==> src/rtl/imem_boot_pkg.sv <==
// Shared definitions for the instruction-memory boot sequencer:
// FSM state encoding, address stride and the word-index to byte-address helper.
package imem_boot_pkg;

  typedef enum logic [2:0] {
    ST_IDLE  = 3'd0,
    ST_LOAD  = 3'd1,
    ST_HOLD  = 3'd2,
    ST_RUN   = 3'd3,
    ST_ERROR = 3'd4
  } boot_state_e;

  localparam int unsigned ADDR_STRIDE = 4;

  // Byte address of a 32-bit instruction word
  function automatic logic [31:0] word_addr(input logic [15:0] idx);
    return 32'(32'(idx) * ADDR_STRIDE);
  endfunction

endpackage

==> src/rtl/imem_boot_sequencer_hold_timer.sv <==
// Countdown that keeps the CPU in reset for HOLD cycles after the last load write.
// expired is asserted on the edge that ends the hold window.
module boot_hold_timer #(
  parameter int unsigned HOLD = 4
) (
  input  logic clk,
  input  logic rst,
  input  logic load,
  input  logic tick,
  output logic expired
);

  logic [7:0] count;

  // Reload on the last-word edge, then count down one per hold cycle
  always_ff @(posedge clk) begin
    if (rst)                        count <= 8'd0;
    else if (load)                  count <= 8'(HOLD);
    else if (tick && count != 8'd0) count <= count - 8'd1;
  end

  // Loaded value HOLD reaches 1 exactly HOLD-1 edges after the load edge
  assign expired = tick && (count == 8'd1);

endmodule

==> src/rtl/imem_boot_sequencer.sv <==
// Boot sequencer: streams a program into CPU instruction memory, then holds
// the CPU in reset for RESET_HOLD cycles before releasing it to run.
module imem_boot_sequencer
  import imem_boot_pkg::*;
#(
  parameter int unsigned IMEM_WORDS = 64,
  parameter int unsigned RESET_HOLD = 4
) (
  input  logic        clk,
  input  logic        rst,
  input  logic        start,
  input  logic        word_valid,
  input  logic [31:0] word_data,
  input  logic        word_last,
  output logic        word_ready,
  output logic        initialize,
  output logic [31:0] instruction_initialize_address,
  output logic [31:0] instruction_initialize_data,
  output logic        cpu_rst,
  output logic        busy,
  output logic        running,
  output logic        overflow,
  output logic [15:0] words_loaded
);

  localparam logic [15:0] LAST_IDX = 16'(IMEM_WORDS - 1);

  boot_state_e state;
  logic        accept;
  logic        hold_load;
  logic        hold_tick;
  logic        hold_expired;

  // word_ready is only ever high in LOAD, so this is the acceptance handshake
  assign accept    = word_valid && word_ready;
  assign hold_load = accept && word_last;
  assign hold_tick = (state == ST_HOLD);

  boot_hold_timer #(.HOLD(RESET_HOLD)) u_hold (
    .clk     (clk),
    .rst     (rst),
    .load    (hold_load),
    .tick    (hold_tick),
    .expired (hold_expired)
  );

  // Sequencer FSM; every output is set alongside the state it belongs to
  always_ff @(posedge clk) begin
    if (rst) begin
      state                          <= ST_IDLE;
      word_ready                     <= 1'b0;
      initialize                     <= 1'b0;
      instruction_initialize_address <= 32'd0;
      instruction_initialize_data    <= 32'd0;
      cpu_rst                        <= 1'b1;
      busy                           <= 1'b0;
      running                        <= 1'b0;
      overflow                       <= 1'b0;
      words_loaded                   <= 16'd0;
    end else begin
      initialize <= 1'b0;
      case (state)
        ST_IDLE, ST_RUN, ST_ERROR: begin
          if (start) begin
            state        <= ST_LOAD;
            word_ready   <= 1'b1;
            cpu_rst      <= 1'b1;
            busy         <= 1'b1;
            running      <= 1'b0;
            overflow     <= 1'b0;
            words_loaded <= 16'd0;
          end
        end
        ST_LOAD: begin
          if (accept) begin
            initialize                     <= 1'b1;
            instruction_initialize_address <= word_addr(words_loaded);
            instruction_initialize_data    <= word_data;
            words_loaded                   <= words_loaded + 16'd1;
            if (word_last) begin
              state      <= ST_HOLD;
              word_ready <= 1'b0;
            end else if (words_loaded == LAST_IDX) begin
              // Memory is full but the stream is not done: keep the write, flag it
              state      <= ST_ERROR;
              word_ready <= 1'b0;
              busy       <= 1'b0;
              overflow   <= 1'b1;
            end
          end
        end
        ST_HOLD: begin
          if (hold_expired) begin
            state   <= ST_RUN;
            cpu_rst <= 1'b0;
            busy    <= 1'b0;
            running <= 1'b1;
          end
        end
        default: begin
          state      <= ST_IDLE;
          word_ready <= 1'b0;
          cpu_rst    <= 1'b1;
          busy       <= 1'b0;
          running    <= 1'b0;
        end
      endcase
    end
  end

endmodule

==> config.mk <==
export PLATFORM = sky130hd
export DESIGN_NAME = imem_boot_sequencer
export DESIGN_NICKNAME = d
export VERILOG_FILES = /design/src/rtl/imem_boot_pkg.sv /design/src/rtl/imem_boot_sequencer_hold_timer.sv /design/src/rtl/imem_boot_sequencer.sv
export SDC_FILE = /design/constraint.sdc
export NUM_CORES = 1
export LEC_CHECK = 0
export ABC_AREA = 1
export BUFFER_PORTS_ARGS = -buffer_cell sky130_fd_sc_hd__buf_2
export CORE_MARGIN = 2
export CORE_UTILIZATION = 30
export DETAILED_ROUTE_END_ITERATION = 10
export PLACE_DENSITY = 0.59
export SLEW_MARGIN = 20
export SYNTH_ARGS = -nofsm -noshare
export SYNTH_HDL_FRONTEND = slang
export SYNTH_SLANG_ARGS = --single-unit
export TNS_END_PERCENT = 20
==> constraint.sdc <==
create_clock -name clk -period 1.5 [get_ports clk]
set_clock_uncertainty 0.15 [all_clocks]
set_input_delay 0.3 -clock clk [delete_from_list [all_inputs] [get_ports clk]]
set_output_delay 0.3 -clock clk [all_outputs]
set_load 0.01 [all_outputs]
==> qor.csv, run 1 <==
stage,metric,value,unit
run_status,status,"complete, but fails checks",
run_status,violations,negative setup slack,
finish,synthToLayoutAreaGrowth,45.8,%
clock_tree,clk_latency,0.33,ns
critical_path,cp_max_fo,4,
critical_path,cp-end-kind,flop,
die,start_util,31.1,%
synth,syn_area,3600,µm²
critical_path,startpoint_type,flop,
critical_path,crit_slowest_cell,dfxtp_4,
critical_path,worstPathRequired,1.62,ns
min_path,min_path_cells,3,
critical_path,startpoint,words_loaded[1],
critical_path,rr_worst_depth,9,
global_route,grt_pass1_wl,16.1,mm
critical_path,arrival,1.63,ns
synth,synth.area.top_cells,"dfxtp_1, nor2_1, nand2_1",
placed_design,io_buffers,106,
timing,fin_crit,1.51,ns
critical_path,worstPathCellList,"buf_4, nand3_4, nor2_4, nand2_2, nor2_2, nand4_1, nand2_1, nand2_1, nor2_1",
power,power.leakage,0.00246,µW
placed_design,gp_congestion,0.843,
clock_tree,cts_hold_buf,0,
clock_tree,numCtsBuffers,9,
route,firstDrtPassIters,4,
timing,rsz0062_at_grt,yes,
critical_path,path_class,reg -> reg,
finish,fillers,1215,
timing,hold_viol,0,
finish,nets,719,
global_route,grt_overflow,0,
power,p_seq_share,35.5,%
synth,synth_warnings,0,
synth,synth_top_area_share,45.1,%
die,rows,39,
global_route,grt_max_degree,33,
finish,n_antenna_cell,0,
route,drtAntennaViolNets,0,
power,power.switching,2360,µW
power,p_int,4750,µW
clock_tree,cts_tree,done,
critical_path,worstReg2RegStart,words_loaded[1],
die,die_height,114,µm
clock_tree,clk_path_buf_depth,2,
die,coreArea,11600,µm²
power,p_per_area,1360,nW/µm²
route,drt_first_iter_violations,144,
synth,async_flop_share,0,%
placed_design,place_hpwl,7.49,mm
synth,syn_area_per_cell,7.07,µm²
route,wl_per_cell,12.3,µm
synth,synth_top_family_by_area,simple AND/OR/NAND/NOR gates,
synth,synth_edf_count,0,
die,ios,123,
min_path,hp-class,in -> reg,
global_route,antenna_found_initial,0,
timing,final_max_slew_viol_count,0,
power,switching_share,33.2,%
finish,drive_above_1_share,38.5,%
die,die_area,12900,µm²
critical_path,max_stage_delay,0.37,ns
min_path,hp-start,word_data[5],
critical_path,cp_common_cell,nand2_1,
timing,fin_ws,-0.0133,ns
route,num_vias,3715,
clock_tree,clkTransAtPathRegs,0.06,ns
synth,yosysSeqAreaShare,45.1,%
job,drv_cap,0,
synth,synth_cell_types,29,
route,drc,0,
route,vias_per_cell,4.51,
route,totalWireLength,10.2,mm
global_route,grt_pass1_vias,3441,
timing,fmaxAchievable,0.661,GHz
power,p_comb_share,35.3,%
power,vdd_ir_drop_max,757,µV
synth,synth_xor_area_share,0.974,%
synth,synth-seq-cells,81,
synth,synth_fa_ha_area_share,1.04,%
timing,fin_crit_sh,101,%
synth,synthSimpleGateAreaFrac,29.5,%
synth,synth_compound_area_share,12.8,%
clock_tree,cts_sinks,81,
global_route,track_usage,15.5,%
power,power.total,7110,µW
placed_design,dpl_worst_slack,-0.120,ns
power,pwr-share-clk,29.1,%
synth,synthCells,509,
die,die-width,114,µm
synth,ys.flop_type,dfxtp_1,
finish,fin_util,45.3,%
synth,synth_area_leader_cell,dfxtp_1,
synth,synth_mux_area_share,0,%
clock_tree,cts-root-buf,clkbuf_16,
timing,finalSetupViolCount,2,
clock_tree,htree_num_levels,3,
-- state kept, by name (all words and copies together) (netlist names) --
register,count
initialize,1
running,1
words_loaded,16
word_ready,1
instruction_initialize_address,16
u_hold.count,8
instruction_initialize_data,32
state,3
busy,1
overflow,1
cpu_rst,1
-- metrics by stage --
stage / area [µm²] / instances / TNS [ns] / hold slack, ns
final: 5240 / 824 / -0.0258 / 0.0642
after global routing: 5240 / 824 / -0.997 / 0.0731
after CTS: 4960 / 816 / -0.153 / 0.0520
after detailed placement: 4650 / 803 / -1.33 / 0.312
after global placement: 4650 / 803 / -0.489 / 0.306
after floorplan: 3660 / 524 / 0 / 0.297
-- cell families after synthesis --
group           count (synthesis)
compound gates                 91
xor+xnor                        4
fa+ha+maj                       3
buf+inv                        77
flops                          81
other cells                     1
simple gates                  252
-- power groups by stage --
stage | registers [µW] | logic (µW) | clock network (µW)
floorplan | 2600 | 1290 | 0
global placement | 2520 | 2150 | 0
detailed placement | 2530 | 2180 | 0
CTS | 2490 | 2210 | 2150
global route | 2560 | 2800 | 2240
finish | 2530 | 2510 | 2070
-- placed cells by master, fill, tap and decap left out, types with 8 or more instances in the layout --
cell type	Yosys	final
nand4_1	9	9
a21oi_1	29	28
nand2_2	4	10
dfxtp_1	81	70
nor2_1	134	117
clkbuf_16	0	9
inv_1	38	30
nand2_1	76	66
o21ai_0	54	52
nand3_1	16	13
conb_1	1	16
nor2_4	0	8
buf_4	17	64
nor2_2	3	12
buf_2	7	106
-- layer usage --
layer  up-vias  track usage (%)  share of wire [%]
li1       1922                -                  -
met5         -                0                  0
met3         7             4.41                5.9
met4         0             4.39               0.77
met2       110             26.3                 49
met1      1676             19.3                 44
-- worst paths after layout --
check / to / slack [ns]
worst max-delay path: words_loaded[13] / -0.01
worst min-delay path: instruction_initialize_data[5] / 0.06
worst max register to register: words_loaded[13] / -0.01
worst min register to register: u_hold.count[6] / 0.32
-- final cells by class --
class	count	area (µm²)	area share, %
clock buffers	9	225	4.29
clock inverters	4	47.5	0.907
inverters	43	176	3.36
multi-input cells	366	1860	35.4
flip-flops and latches	81	1650	31.4
well taps	143	179	3.41
repair buffers	178	1110	21.2
-- critical path: cells and delay by family (launching register included) --
family                 cells  cell delay, ns
AND/OR/NAND/NOR            8            0.80
buffers and inverters      1            0.12
flip-flops                 1            0.37
-- cell usage after synthesis, types with 3 or more instances --
| cell type | count |
|---|---|
| nand3_1 | 16 |
| xor2_1 | 3 |
| inv_2 | 4 |
| inv_1 | 38 |
| buf_2 | 7 |
| nor3_1 | 5 |
| nand2_2 | 4 |
| o21ai_1 | 5 |
| nand4_1 | 9 |
| ha_1 | 3 |
| o21ai_0 | 54 |
| nor2_1 | 134 |
| nand2_1 | 76 |
| nor2_2 | 3 |
| a21oi_1 | 29 |
| buf_4 | 17 |
| dfxtp_1 | 81 |
| clkbuf_1 | 8 |
-- what timing repair did --
action | 4_1_cts | 5_1_grt
pin swaps | 1 | 27
resized for setup | 16 | 73
buffers inserted | 0 | 8
setup endpoints to repair | 27 | 41
Note: power is estimated with default switching activity, not from simulation.
==> run 2: changes to the inputs <==
--- a/config.mk
+++ b/config.mk
@@ -11,6 +11,7 @@
 export CORE_UTILIZATION = 30
 export DETAILED_ROUTE_END_ITERATION = 10
 export PLACE_DENSITY = 0.59
+export REMOVE_ABC_BUFFERS = 1
 export SLEW_MARGIN = 20
 export SYNTH_ARGS = -nofsm -noshare
 export SYNTH_HDL_FRONTEND = slang
==> run 2 against run 1 <==
Fmax down 0.40%. Largest cell class unchanged. Critical path depth is 6 lower. Highest routed layer unchanged. Via count fell by 0.54%. Sequential power barely moved. Flip-flop and latch count is the same. Critical endpoint is now words_loaded[1]. Routed wire length shrank 2.7%. Setup slack worse by 0.0061 ns. The flow still finishes with violations (negative setup slack). Total power up 2.4%. Count of clock-buffer cells in the layout increased by 5. Clock power rose by 16%.
==> qor.csv, run 2 (synthesis gave the netlist of run 1 again) <==
stage,metric,value,unit
run_status,status,"complete, but fails checks",
run_status,violations,negative setup slack,
critical_path,worstPathRequired,1.05,ns
clock_tree,htree_num_levels,3,
route,drt_first_iter_violations,126,
die,die_height,114,µm
die,rows,39,
power,power.leakage,0.00245,µW
power,p_per_area,1390,nW/µm²
timing,fin_ws,-0.0194,ns
die,ios,123,
clock_tree,clk_path_buf_depth,2,
placed_design,placed_area,4600,µm²
critical_path,arrival,1.07,ns
critical_path,startpoint_type,flop,
power,vdd_ir_drop_max,546,µV
finish,synthToLayoutAreaGrowth,45.6,%
clock_tree,cts_sinks,81,
route,firstDrtPassIters,4,
clock_tree,numCtsBuffers,9,
clock_tree,cts-root-buf,clkbuf_16,
route,totalWireLength,9.90,mm
finish,nets,709,
finish,design_area,5240,µm²
clock_tree,cts_tree,done,
timing,final_max_slew_viol_count,0,
timing,fmaxAchievable,0.658,GHz
timing,timing.hold.ws,0.0462,ns
job,drv_cap,0,
placed_design,io_buffers,106,
finish,layout_common_cells,"nor2_1, buf_2, dfxtp_1, nand2_1, buf_4",
timing,finalSetupViolCount,5,
placed_design,gp_congestion,0.853,
timing,fin_crit,1.52,ns
route,vias_per_cell,4.52,
finish,n_antenna_cell,0,
route,drtAntennaViolNets,0,
global_route,grt_overflow,0,
route,num_vias,3695,
finish,drive_above_1_share,37.8,%
finish,top_regs,"instruction_initialize_data (32), instruction_initialize_address (16), words_loaded (16)",
critical_path,cp-end-kind,output port,
global_route,grt_pass1_vias,3456,
global_route,antenna_found_initial,0,
route,wl_per_cell,12.1,µm
die,start_util,31.1,%
timing,fin_crit_sh,101,%
global_route,grt_max_degree,33,
min_path,hp-class,in -> reg,
power,power.total,7280,µW
finish,largest_register,instruction_initialize_data,
critical_path,path_class,reg -> out,
placed_design,place_hpwl,7.18,mm
critical_path,cp_max_fo,3,
timing,rsz0062_at_grt,yes,
placed_design,dpl_worst_slack,-0.0898,ns
global_route,grt_pass1_wl,15.5,mm
die,coreArea,11600,µm²
global_route,track_usage,14.9,%
route,drc,0,
clock_tree,clk_latency,0.34,ns
die,die-width,114,µm
die,die_area,12900,µm²
finish,largest_reg_flops,32,
finish,final_common_cell,nor2_1,
timing,hold_viol,0,
clock_tree,clkTransAtPathRegs,0.06,ns
## run 2: cell types whose count changed in the layout (fill, tap and decap cells not counted), sizes merged
cell | previous run | this run
clkinvlp | 1 | 0
clkbuf | 9 | 14
inv | 42 | 41
buf | 178 | 167
bufinv | 1 | 2
## run 2: through the flow
| step | std cells | setup TNS, ns | util (%) |
|---|---|---|---|
| 2_1_floorplan | 490 | -17.84 | - |
| 3_3_place_gp | 794 | -0.109 | 39.8 |
| 3_5_place_dp | 794 | -0.938 | 39.8 |
| 4_1_cts | 811 | -0.00651 | 43.3 |
| 5_1_grt | 817 | -1.89 | 45.3 |
| 6_report | 817 | -0.0578 | 45.3 |
## run 2: final cells by class
type | count | area (µm²)
timing repair buffer | 167 | 1070
clock inverter | 2 | 60.1
sequential | 81 | 1640
clock buffer | 14 | 264
multi-input combinational | 366 | 1850
fill | 1151 | 6330
tap | 143 | 179
inverter | 43 | 169
timing repair inverter | 1 | 5.00
## run 2: power breakdown
group | leakage (µW) | total, µW | switching (µW) | internal [µW]
logic | 0.00164 | 2370 | 1370 | 1000
registers | 0.000660 | 2510 | 137 | 2370
clock network | 0.000157 | 2400 | 854 | 1550
## run 2: repair_timing
action / 4_1_cts / 5_1_grt
resized for setup: 30 / 59
buffers inserted: 1 / 5
pin swaps: 5 / 24
hold buffers: 0 / 0
gates cloned: 0 / 1
setup endpoints to repair: 29 / 66
## run 2: path summary, 6_finish.rpt
path                                                       from  depth (start not counted)                              end  slack [ns]
worst min register to register  instruction_initialize_data[23]                          2  instruction_initialize_data[23]        0.33
worst max register to register                         state[1]                          8                  words_loaded[4]       -0.02
worst max-delay path                            words_loaded[1]                          3                  words_loaded[1]       -0.02
worst min-delay path                              word_data[13]                          3  instruction_initialize_data[13]        0.05
## run 2: worst max-delay path, cell delays in order, from the launching register on
cell,delay [ns]
dfxtp_2,0.33
buf_4,0.14
buf_4,0.14
buf_6,0.11
## run 2: layer usage
metal | track usage, % | wire length, µm | vias to the layer above | share of wire [%]
met5 | 0 | 0 | - | 0
met4 | 4.47 | 116 | 0 | 1.2
met3 | 4.62 | 527 | 12 | 5.3
met2 | 25.5 | 4960 | 88 | 50
met1 | 18.1 | 4290 | 1679 | 43
li1 | - | - | 1916 | -
==> run 3: changes to the inputs <==
--- a/config.mk
+++ b/config.mk
@@ -10,7 +10,7 @@
 export CORE_MARGIN = 2
 export CORE_UTILIZATION = 30
 export DETAILED_ROUTE_END_ITERATION = 10
-export PLACE_DENSITY = 0.59
+export PLACE_DENSITY = 0.57
 export REMOVE_ABC_BUFFERS = 1
 export SLEW_MARGIN = 20
 export SYNTH_ARGS = -nofsm -noshare
==> constraint.sdc (replaced) <==
create_clock -name clk -period 1.95 [get_ports clk]
set_clock_uncertainty 0.15 [all_clocks]
set_input_delay 0.39 -clock clk [delete_from_list [all_inputs] [get_ports clk]]
set_output_delay 0.39 -clock clk [all_outputs]
set_load 0.01 [all_outputs]
==> run 3 against run 2 <==
The flow now finishes without violations. Global-route usage is 0.48 points lower. Flip-flop and latch count stayed put. Setup slack better by 0.22 ns. Routed wire length is 8.1% lower. Utilization is 5.5 points lower. Critical path type is now reg -> reg. Largest cell class unchanged. Highest routed layer unchanged.
==> qor.csv, run 3 (synthesis gave the netlist of run 1 again) <==
stage,metric,value,unit
route,totalWireLength,9.10,mm
timing,finalSetupViolCount,0,
route,wl_per_cell,11.9,µm
clock_tree,clkTransAtPathRegs,0.06,ns
clock_tree,clk_latency,0.33,ns
finish,final_common_cell,nor2_1,
finish,drive_above_1_share,23.7,%
placed_design,place_hpwl,6.87,mm
timing,fin_ws,0.197,ns
power,vdd_ir_drop_max,422,µV
die,rows,39,
die,die-width,114,µm
route,drtAntennaViolNets,0,
die,coreArea,11600,µm²
critical_path,path_class,reg -> reg,
min_path,hp-class,in -> reg,
global_route,grt_pass1_wl,15.0,mm
finish,synthToLayoutAreaGrowth,28.0,%
global_route,grt_pass1_vias,3194,
global_route,grt_overflow,0,
clock_tree,clk_path_buf_depth,2,
placed_design,dpl_worst_slack,0.152,ns
clock_tree,cts_tree,done,
critical_path,rrSetupSlack,0.20,ns
clock_tree,cts-root-buf,clkbuf_16,
critical_path,cp_max_fo,5,
finish,largest_reg_flops,32,
route,wl_met1,4.12,mm
critical_path,rr_worst_depth,8,
timing,hold_viol,0,
clock_tree,cts_sinks,81,
placed_design,placed_cells,747,
die,die_area,12900,µm²
power,power.leakage,0.00216,µW
job,drv_cap,0,
global_route,antenna_found_initial,0,
finish,top_regs,"instruction_initialize_data (32), instruction_initialize_address (16), words_loaded (16)",
route,wl_met3,638,µm
timing,timing.hold.ws,0.157,ns
clock_tree,numCtsBuffers,9,
die,die_height,114,µm
timing,fmaxAchievable,0.570,GHz
die,ios,123,
finish,n_antenna_cell,0,
finish,nets,655,
finish,layout_common_cells,"nor2_1, buf_2, dfxtp_1, nand2_1, o21ai_0",
run_status,status,"complete, no violations",
clock_tree,htree_num_levels,3,
timing,final_max_slew_viol_count,0,
timing,fin_crit,1.75,ns
global_route,track_usage,14.4,%
route,num_vias,3439,
finish,fin_cells,763,
route,drc,0,
finish,largest_register,instruction_initialize_data,
placed_design,io_buffers,106,
route,dr_wl_met2,4.19,mm
placed_design,gp_congestion,0.847,
route,drt_first_iter_violations,214,
power,p_per_area,1160,nW/µm²
route,vias_per_cell,4.51,
timing,tns,0,ns
timing,rsz0062_at_grt,no,
power,power.total,5320,µW
critical_path,startpoint_type,flop,
route,firstDrtPassIters,4,
timing,fin_crit_sh,89.9,%
critical_path,worstPathRequired,2.03,ns
global_route,grt_max_degree,38,
route,highest_layer,met4,
min_path,min_path_cells,3,
die,start_util,31.1,%
critical_path,arrival,1.83,ns
critical_path,cp-end-kind,flop,
## run 3: stage by stage
step	instance area, µm²	utilization, %
finish	4600	39.8
global route	4600	39.8
CTS	4600	39.8
detailed placement	4230	36.6
global placement	4230	36.6
floorplan	3440	-
## run 3: path summary, 6_finish.rpt
kind,from,endpoint
max,words_loaded[0],words_loaded[14]
min,word_data[31],instruction_initialize_data[31]
max reg2reg,words_loaded[0],words_loaded[14]
min reg2reg,instruction_initialize_data[5],instruction_initialize_data[5]
## run 3: critical path, stage by stage, from the launching register on
cell	delay, ns
dfxtp_1	0.39
ha_1	0.19
inv_1	0.07
nor2_1	0.19
nand3_1	0.15
nor2_1	0.18
nand4_1	0.14
nor2_1	0.13
nor2_1	0.06
## run 3: area by class of cell
cell class / instances / area [µm²]
clock buffers: 9 / 225
inverters: 43 / 161
flip-flops and latches: 81 / 1620
well taps: 143 / 179
clock inverters: 7 / 141
multi-input cells: 366 / 1660
fillers: 1215 / 6960
repair buffers: 114 / 616
## run 3: repair_timing
item | CTS | global route
setup endpoints to repair | 0 | 3
gates resized for setup | 0 | 2
hold buffers | 0 | 0
setup buffers | 0 | 0
## run 3: per-layer routing
metal  vias up  global-route usage, %
met3        13                   2.71
met4         0                   6.10
li1       1797                      -
met2       121                   24.2
met5         -                      0
met1      1508                   18.3
## run 3: power breakdown
part	total [µW]	leakage (µW)	switching (µW)	internal, µW
combinational	1330	0.00133	861	472
sequential	1930	0.000655	113	1810
clock	2060	0.000176	677	1380
